File: config.mk
export PLATFORM = sky130hd
export DESIGN_NAME = adc_sample_scheduler
export DESIGN_NICKNAME = d
export VERILOG_FILES = /design/src/rtl/adc_sched_pkg.sv /design/src/rtl/sample_tick_gen.sv /design/src/rtl/adc_sample_scheduler.sv
export SDC_FILE = /design/constraint.sdc
export NUM_CORES = 1
export LEC_CHECK = 0
export ABC_AREA = 1
export CAP_MARGIN = 20
export CORE_ASPECT_RATIO = 0.8
export CORE_MARGIN = 5
export CORE_UTILIZATION = 50
export DETAILED_ROUTE_END_ITERATION = 7
export PLACE_DENSITY = 0.75
export SYNTH_ARGS = -nofsm -noshare
export SYNTH_HDL_FRONTEND = slang
export SYNTH_SLANG_ARGS = --single-unit
File: constraint.sdc
create_clock -name CLK50 -period 2.05 [get_ports CLK50]
set_input_delay 0.41 -clock CLK50 [delete_from_list [all_inputs] [get_ports CLK50]]
set_output_delay 0.41 -clock CLK50 [all_outputs]
set_load 0.03 [all_outputs]
File: src/rtl/adc_sched_pkg.sv
// Shared types and default parameters for the ADC sample scheduler.
// Imported by the scheduler top and its tick generator.
package adc_sched_pkg;

    typedef enum logic [2:0] {
        IDLE,
        WAIT_TICK,
        START,
        WAIT_DONE,
        STORE
    } state_t;

    localparam int N_DEF        = 10;
    localparam int CHANNELS_DEF = 2;
    localparam int DIV_DEF      = 1042;
    localparam int TIMEOUT_DEF  = 512;

    // Channel index width; a single channel still needs one bit.
    function automatic int chan_w(input int channels);
        return (channels > 1) ? $clog2(channels) : 1;
    endfunction

endpackage

File: src/rtl/sample_tick_gen.sv
// Sample-period timer: counts 0..DIV-1 while enabled and flags the last count.
// Held at zero while disabled so a fresh enable always waits a full period.
module sample_tick_gen
    import adc_sched_pkg::*;
#(
    parameter int DIV = DIV_DEF
) (
    input  logic clk,
    input  logic srst,
    input  logic enable,
    output logic tick
);

    localparam int CW = (DIV > 1) ? $clog2(DIV) : 1;

    logic [CW-1:0] cnt_q;
    logic [CW-1:0] cnt_d;
    logic          at_end;

    assign at_end = (cnt_q == CW'(DIV - 1));
    assign tick   = enable && at_end;

    always_comb begin
        cnt_d = cnt_q + CW'(1);
        if (!enable || at_end) begin
            cnt_d = '0;
        end
    end

    always_ff @(posedge clk) begin
        if (srst) begin
            cnt_q <= '0;
        end else begin
            cnt_q <= cnt_d;
        end
    end

endmodule

File: src/rtl/adc_sample_scheduler.sv
// Round-robin ADC conversion scheduler: one request per channel per sample tick,
// latches results per channel and reports frame completion, overruns and timeouts.
module adc_sample_scheduler
    import adc_sched_pkg::*;
#(
    parameter int N        = N_DEF,
    parameter int CHANNELS = CHANNELS_DEF,
    parameter int CHAN_N   = chan_w(CHANNELS),
    parameter int DIV      = DIV_DEF,
    parameter int TIMEOUT  = TIMEOUT_DEF
) (
    input  logic                         CLK50,
    input  logic                         reset,
    input  logic                         enable,
    input  logic                         clr_status,
    output logic                         conv_start,
    output logic [CHAN_N-1:0]            conv_chan,
    input  logic                         conv_done,
    input  logic [N-1:0]                 conv_data,
    output logic [CHANNELS-1:0][N-1:0]   ch_data,
    output logic [CHANNELS-1:0]          ch_valid,
    output logic                         frame_valid,
    output logic                         overrun,
    output logic                         timeout
);

    localparam int WW = $clog2(TIMEOUT + 1);

    logic tick;

    sample_tick_gen #(
        .DIV (DIV)
    ) u_tick_gen (
        .clk    (CLK50),
        .srst   (reset),
        .enable (enable),
        .tick   (tick)
    );

    state_t                        state_q, state_d;
    logic [CHAN_N-1:0]             ch_idx_q, ch_idx_d;
    logic [WW-1:0]                 wait_cnt_q, wait_cnt_d;
    logic                          conv_start_q, conv_start_d;
    logic [CHANNELS-1:0][N-1:0]    ch_data_q, ch_data_d;
    logic [CHANNELS-1:0]           ch_valid_q, ch_valid_d;
    logic                          frame_valid_q, frame_valid_d;
    logic                          overrun_q, overrun_d;
    logic                          timeout_q, timeout_d;
    logic                          last_chan;
    logic                          advance;

    assign last_chan = (ch_idx_q == CHAN_N'(CHANNELS - 1));

    always_comb begin
        state_d       = state_q;
        ch_idx_d      = ch_idx_q;
        wait_cnt_d    = wait_cnt_q;
        conv_start_d  = 1'b0;
        ch_data_d     = ch_data_q;
        ch_valid_d    = '0;
        frame_valid_d = 1'b0;
        overrun_d     = overrun_q & ~clr_status;
        timeout_d     = timeout_q & ~clr_status;
        advance       = 1'b0;

        // A tick mid-frame is dropped; the next frame waits for the following tick.
        if (tick && (state_q != IDLE) && (state_q != WAIT_TICK)) begin
            overrun_d = 1'b1;
        end

        case (state_q)
            IDLE: begin
                if (enable) begin
                    state_d = WAIT_TICK;
                end
            end
            WAIT_TICK: begin
                if (tick) begin
                    state_d      = START;
                    ch_idx_d     = '0;
                    conv_start_d = 1'b1;
                    wait_cnt_d   = '0;
                end else if (!enable) begin
                    state_d = IDLE;
                end
            end
            START: begin
                state_d    = WAIT_DONE;
                wait_cnt_d = wait_cnt_q + WW'(1);
            end
            WAIT_DONE: begin
                // The wait count includes the request cycle itself.
                if (conv_done) begin
                    state_d              = STORE;
                    ch_data_d[ch_idx_q]  = conv_data;
                    ch_valid_d[ch_idx_q] = 1'b1;
                    frame_valid_d        = last_chan;
                end else if (wait_cnt_q == WW'(TIMEOUT - 1)) begin
                    timeout_d = 1'b1;
                    advance   = 1'b1;
                end else begin
                    wait_cnt_d = wait_cnt_q + WW'(1);
                end
            end
            STORE: begin
                advance = 1'b1;
            end
            default: begin
                state_d = IDLE;
            end
        endcase

        if (advance) begin
            if (!last_chan) begin
                ch_idx_d     = ch_idx_q + CHAN_N'(1);
                state_d      = START;
                conv_start_d = 1'b1;
                wait_cnt_d   = '0;
            end else begin
                ch_idx_d = '0;
                state_d  = enable ? WAIT_TICK : IDLE;
                // A stored last channel already raised frame_valid on entry to STORE.
                if (state_q == WAIT_DONE) begin
                    frame_valid_d = 1'b1;
                end
            end
        end
    end

    always_ff @(posedge CLK50) begin
        if (reset) begin
            state_q       <= IDLE;
            ch_idx_q      <= '0;
            wait_cnt_q    <= '0;
            conv_start_q  <= 1'b0;
            ch_data_q     <= '0;
            ch_valid_q    <= '0;
            frame_valid_q <= 1'b0;
            overrun_q     <= 1'b0;
            timeout_q     <= 1'b0;
        end else begin
            state_q       <= state_d;
            ch_idx_q      <= ch_idx_d;
            wait_cnt_q    <= wait_cnt_d;
            conv_start_q  <= conv_start_d;
            ch_data_q     <= ch_data_d;
            ch_valid_q    <= ch_valid_d;
            frame_valid_q <= frame_valid_d;
            overrun_q     <= overrun_d;
            timeout_q     <= timeout_d;
        end
    end

    assign conv_start  = conv_start_q;
    assign conv_chan   = ch_idx_q;
    assign ch_data     = ch_data_q;
    assign ch_valid    = ch_valid_q;
    assign frame_valid = frame_valid_q;
    assign overrun     = overrun_q;
    assign timeout     = timeout_q;

endmodule

==> results by group <==
Worst setup path
  • Critical path startpoint category: flip-flop
  • Crit end category: output port
  • Setup crit end: conv_chan
  • CP delay by family, top: buffers and inverters
  • Worst Path Max Fanout: 5
  • WP data required: 1.64 ns
  • CP max stage delay: 0.71 ns
  • Reg-to-reg critical path startpoint: wait_cnt_q[0]$_SDFF_PP0_
  • CP bufs+invs: 1
  • Worst Reg-to-Reg Cells: 10
  • Crit Path Class: reg2out
  • Slowest-stage cell, CP: clkdlybuf4s50_1
  • CP Depth: 1
  • Crit-path cells: clkdlybuf4s50_1
  • Critical Path Start: conv_chan$_SDFFE_PP0P_
  • RR Endpoint: wait_cnt_q[9]$_SDFF_PP0_
  • Worst reg-to-reg setup slack: 0.28 ns
  • CP arrival: 1.45 ns

Yosys
  • Synth Register Bits: 51
  • Post-Synth Adder-Cell Area: 0.0159
  • Mean post-synth cell area: 7.01 um2
  • Mapped Nets: 355
  • Post-Syn Instances: 337
  • Complex-gate fraction of the synthesized area: 0.100
  • Post-synth EDFFs: 0
  • Netlist cell types: 29
  • Synth Area in XOR/XNOR: 0.0185
  • Yosys warnings: 0
  • Post-synth ARST share: 0
  • Seq/Total Area, Yosys: 0.432
  • Mapped Area: 0.00236 mm2
  • Mux share of post-synthesis cell area: 0
  • Prevailing post-synth register cell: dfxtp_1
  • Post-synthesis simple-gate area fraction: 0.358
  • Largest family of logic cells by synthesized area: simple AND/OR/NAND/NOR gates

Floorplan
  • Die height: 71.5 um
  • Die area: 0.00621 mm2
  • I/O pin total: 42
  • Num rows: 22
  • Total core area: 0.00457 mm2
  • Starting Density: 0.517
  • Die width: 86.9 um

Power and ir drop
  • Pwr/cell area: 604 mW/mm2
  • Leak: 1.20 nW
  • Worst VDD drop: 0.000301 V

Hold path
  • Worst hold path depth: 2
  • Hold Crit Class: reg2reg

Placement
  • Pre-CTS setup slack: 0.167 ns
  • PortBufs: 41
  • HPWL after detailed placement: 4.04 mm
  • GPL Wtd Cong: 0.846

GRT
  • Antenna violations before repair: 0
  • Pin count of the biggest net entering global routing: 21
  • First-pass GRT wire length: 9.47 mm
  • GR Util All Layers: 0.188
  • GRT overflow: 0
  • Vias in the first global route: 2037

STA
  • Final Setup Violations: 0
  • Slew Limit Fails: 0
  • Final min period: 1.86 ns
  • Hold slack: 0.469 ns
  • Clk_skew: 0.00842 ns
  • Setup TNS: 0 ns
  • Worst Max-Slew Pin Slew: 0.392 ns
  • Slew HR: 0.738
  • Fin crit share: 0.907
  • Final setup margin: 0.190 ns
  • Unrepaired setup endpoints after global routing: false
  • FMAX: 538 MHz
  • Final hold violation count: 0

Routing
  • Drt pass-1 iters: 5
  • Via count: 2303
  • Drt via density: 5.21
  • DRT antenna net count: 0
  • DRC errors left: 0
  • 1st-iter DRT viols: 191
  • DR WL/cell: 12.7 um
  • Aggregate routed wire length: 5.61 mm

Clocking
  • H-tree Lvls: 2
  • Num Clock Sinks: 51
  • CTS clock-pin slew for the worst setup and hold paths: 0.09 ns
  • CTS buffer count: 5
  • Maximum root-to-sink buffer count: 2
  • Root buffer cell: clkbuf_8
  • Hold Buf Count CTS: 0
  • CTS tree: done
  • Worst skew pair latency: 0.30 ns
  • Postcts setup bufs: 0
  • Resized Gates After CTS: 0

Finish
  • Fin nets: 400
  • Ant. Diodes: 0
  • Layout Utilization: 0.646
  • Area grow syn2layout: 25.0%
  • Share of layout cells above drive strength 1: 0.0733

Run
  • Max-cap violations: 0

Outcome
  • Status: finished, final reports clean
==> where the power goes <==
part | switching (mW) | internal, mW
sequential | 0.00624 | 0.995
clock | 0.320 | 0.358
combinational | 0.0576 | 0.0457
==> state kept, by name, summed over array words and instances, names as in the netlist <==
register	count
u_tick_gen.cnt_q	11
state_q	3
conv_chan	1
wait_cnt_q	10
ch_data	20
conv_start	1
ch_valid	2
timeout	1
overrun	1
frame_valid	1
==> how the worst min path moves through the flow <==
stage	slack, ns	endpoint	startpoint
after floorplan	0.43	u_tick_gen.cnt_q[0]$_SDFF_PP0_	u_tick_gen.cnt_q[0]$_SDFF_PP0_
after global placement	0.45	u_tick_gen.cnt_q[0]$_SDFF_PP0_	u_tick_gen.cnt_q[0]$_SDFF_PP0_
after detailed placement	0.46	overrun$_SDFF_PP0_	overrun$_SDFF_PP0_
after CTS	0.48	overrun$_SDFF_PP0_	overrun$_SDFF_PP0_
after global routing	0.50	overrun$_SDFF_PP0_	overrun$_SDFF_PP0_
final	0.47	overrun$_SDFF_PP0_	overrun$_SDFF_PP0_
==> area by class of cell <==
cell class	count	area [um2]
clock buffer	6	72.6
clock inverter	1	30.0
fill	416	1620
inverter	38	143
multi-input combinational	240	1160
sequential	51	1020
tap	60	75.1
timing repair buffer	46	448
==> cell families (layout without fill, tap and decap cells) <==
group | count (synthesis) | after routing
and+or+nand+nor | 189 | 189
DFF | 51 | 51
buffers and inverters | 46 | 91
AOI/OAI and AO/OA | 43 | 43
xor gates and xnor gates | 5 | 5
adders and majority gates | 3 | 3
==> placed cells by master, fill, tap and decap left out, types with 4 or more instances in the layout <==
cell type | synthesis | layout
a21oi_1 | 12 | 12
buf_4 | 0 | 5
clkbuf_8 | 0 | 5
clkdlybuf4s50_1 | 0 | 41
dfxtp_1 | 51 | 51
inv_1 | 37 | 37
nand2_1 | 54 | 54
nand3_1 | 22 | 22
nand4_1 | 10 | 10
nor2_1 | 83 | 83
nor3_1 | 4 | 4
o21ai_0 | 22 | 22
o21ai_1 | 4 | 4
==> cell usage after synthesis, types with 4 or more instances <==
cell type	n	area, um2
o21ai_0	22	110
buf_2	4	20.0
a21oi_1	12	60.1
nand3_1	22	110
o21ai_1	4	20.0
dfxtp_1	51	1020
nand4_1	10	62.6
nor2_1	83	312
nand2_1	54	203
inv_1	37	139
nor3_1	4	20.0
==> layer usage <==
metal  global-route usage  share of wire  vias to the layer above
met4               0.0502          0.012                        0
met2                0.272           0.43                       89
met3               0.0632          0.095                        7
met1                0.267           0.47                     1051
met5                    0              0                        -
li1                     -              -                     1156
==> per-stage QoR <==
step           instances  power [mW]  area (um2)
6_report             442        1.78        2950
5_1_grt              442        1.85        2950
4_1_cts              442        1.81        2950
3_5_place_dp         435        1.13        2850
3_3_place_gp         435        1.13        2850
2_1_floorplan        337        1.08        2360
(Power assumes the default switching activity.)
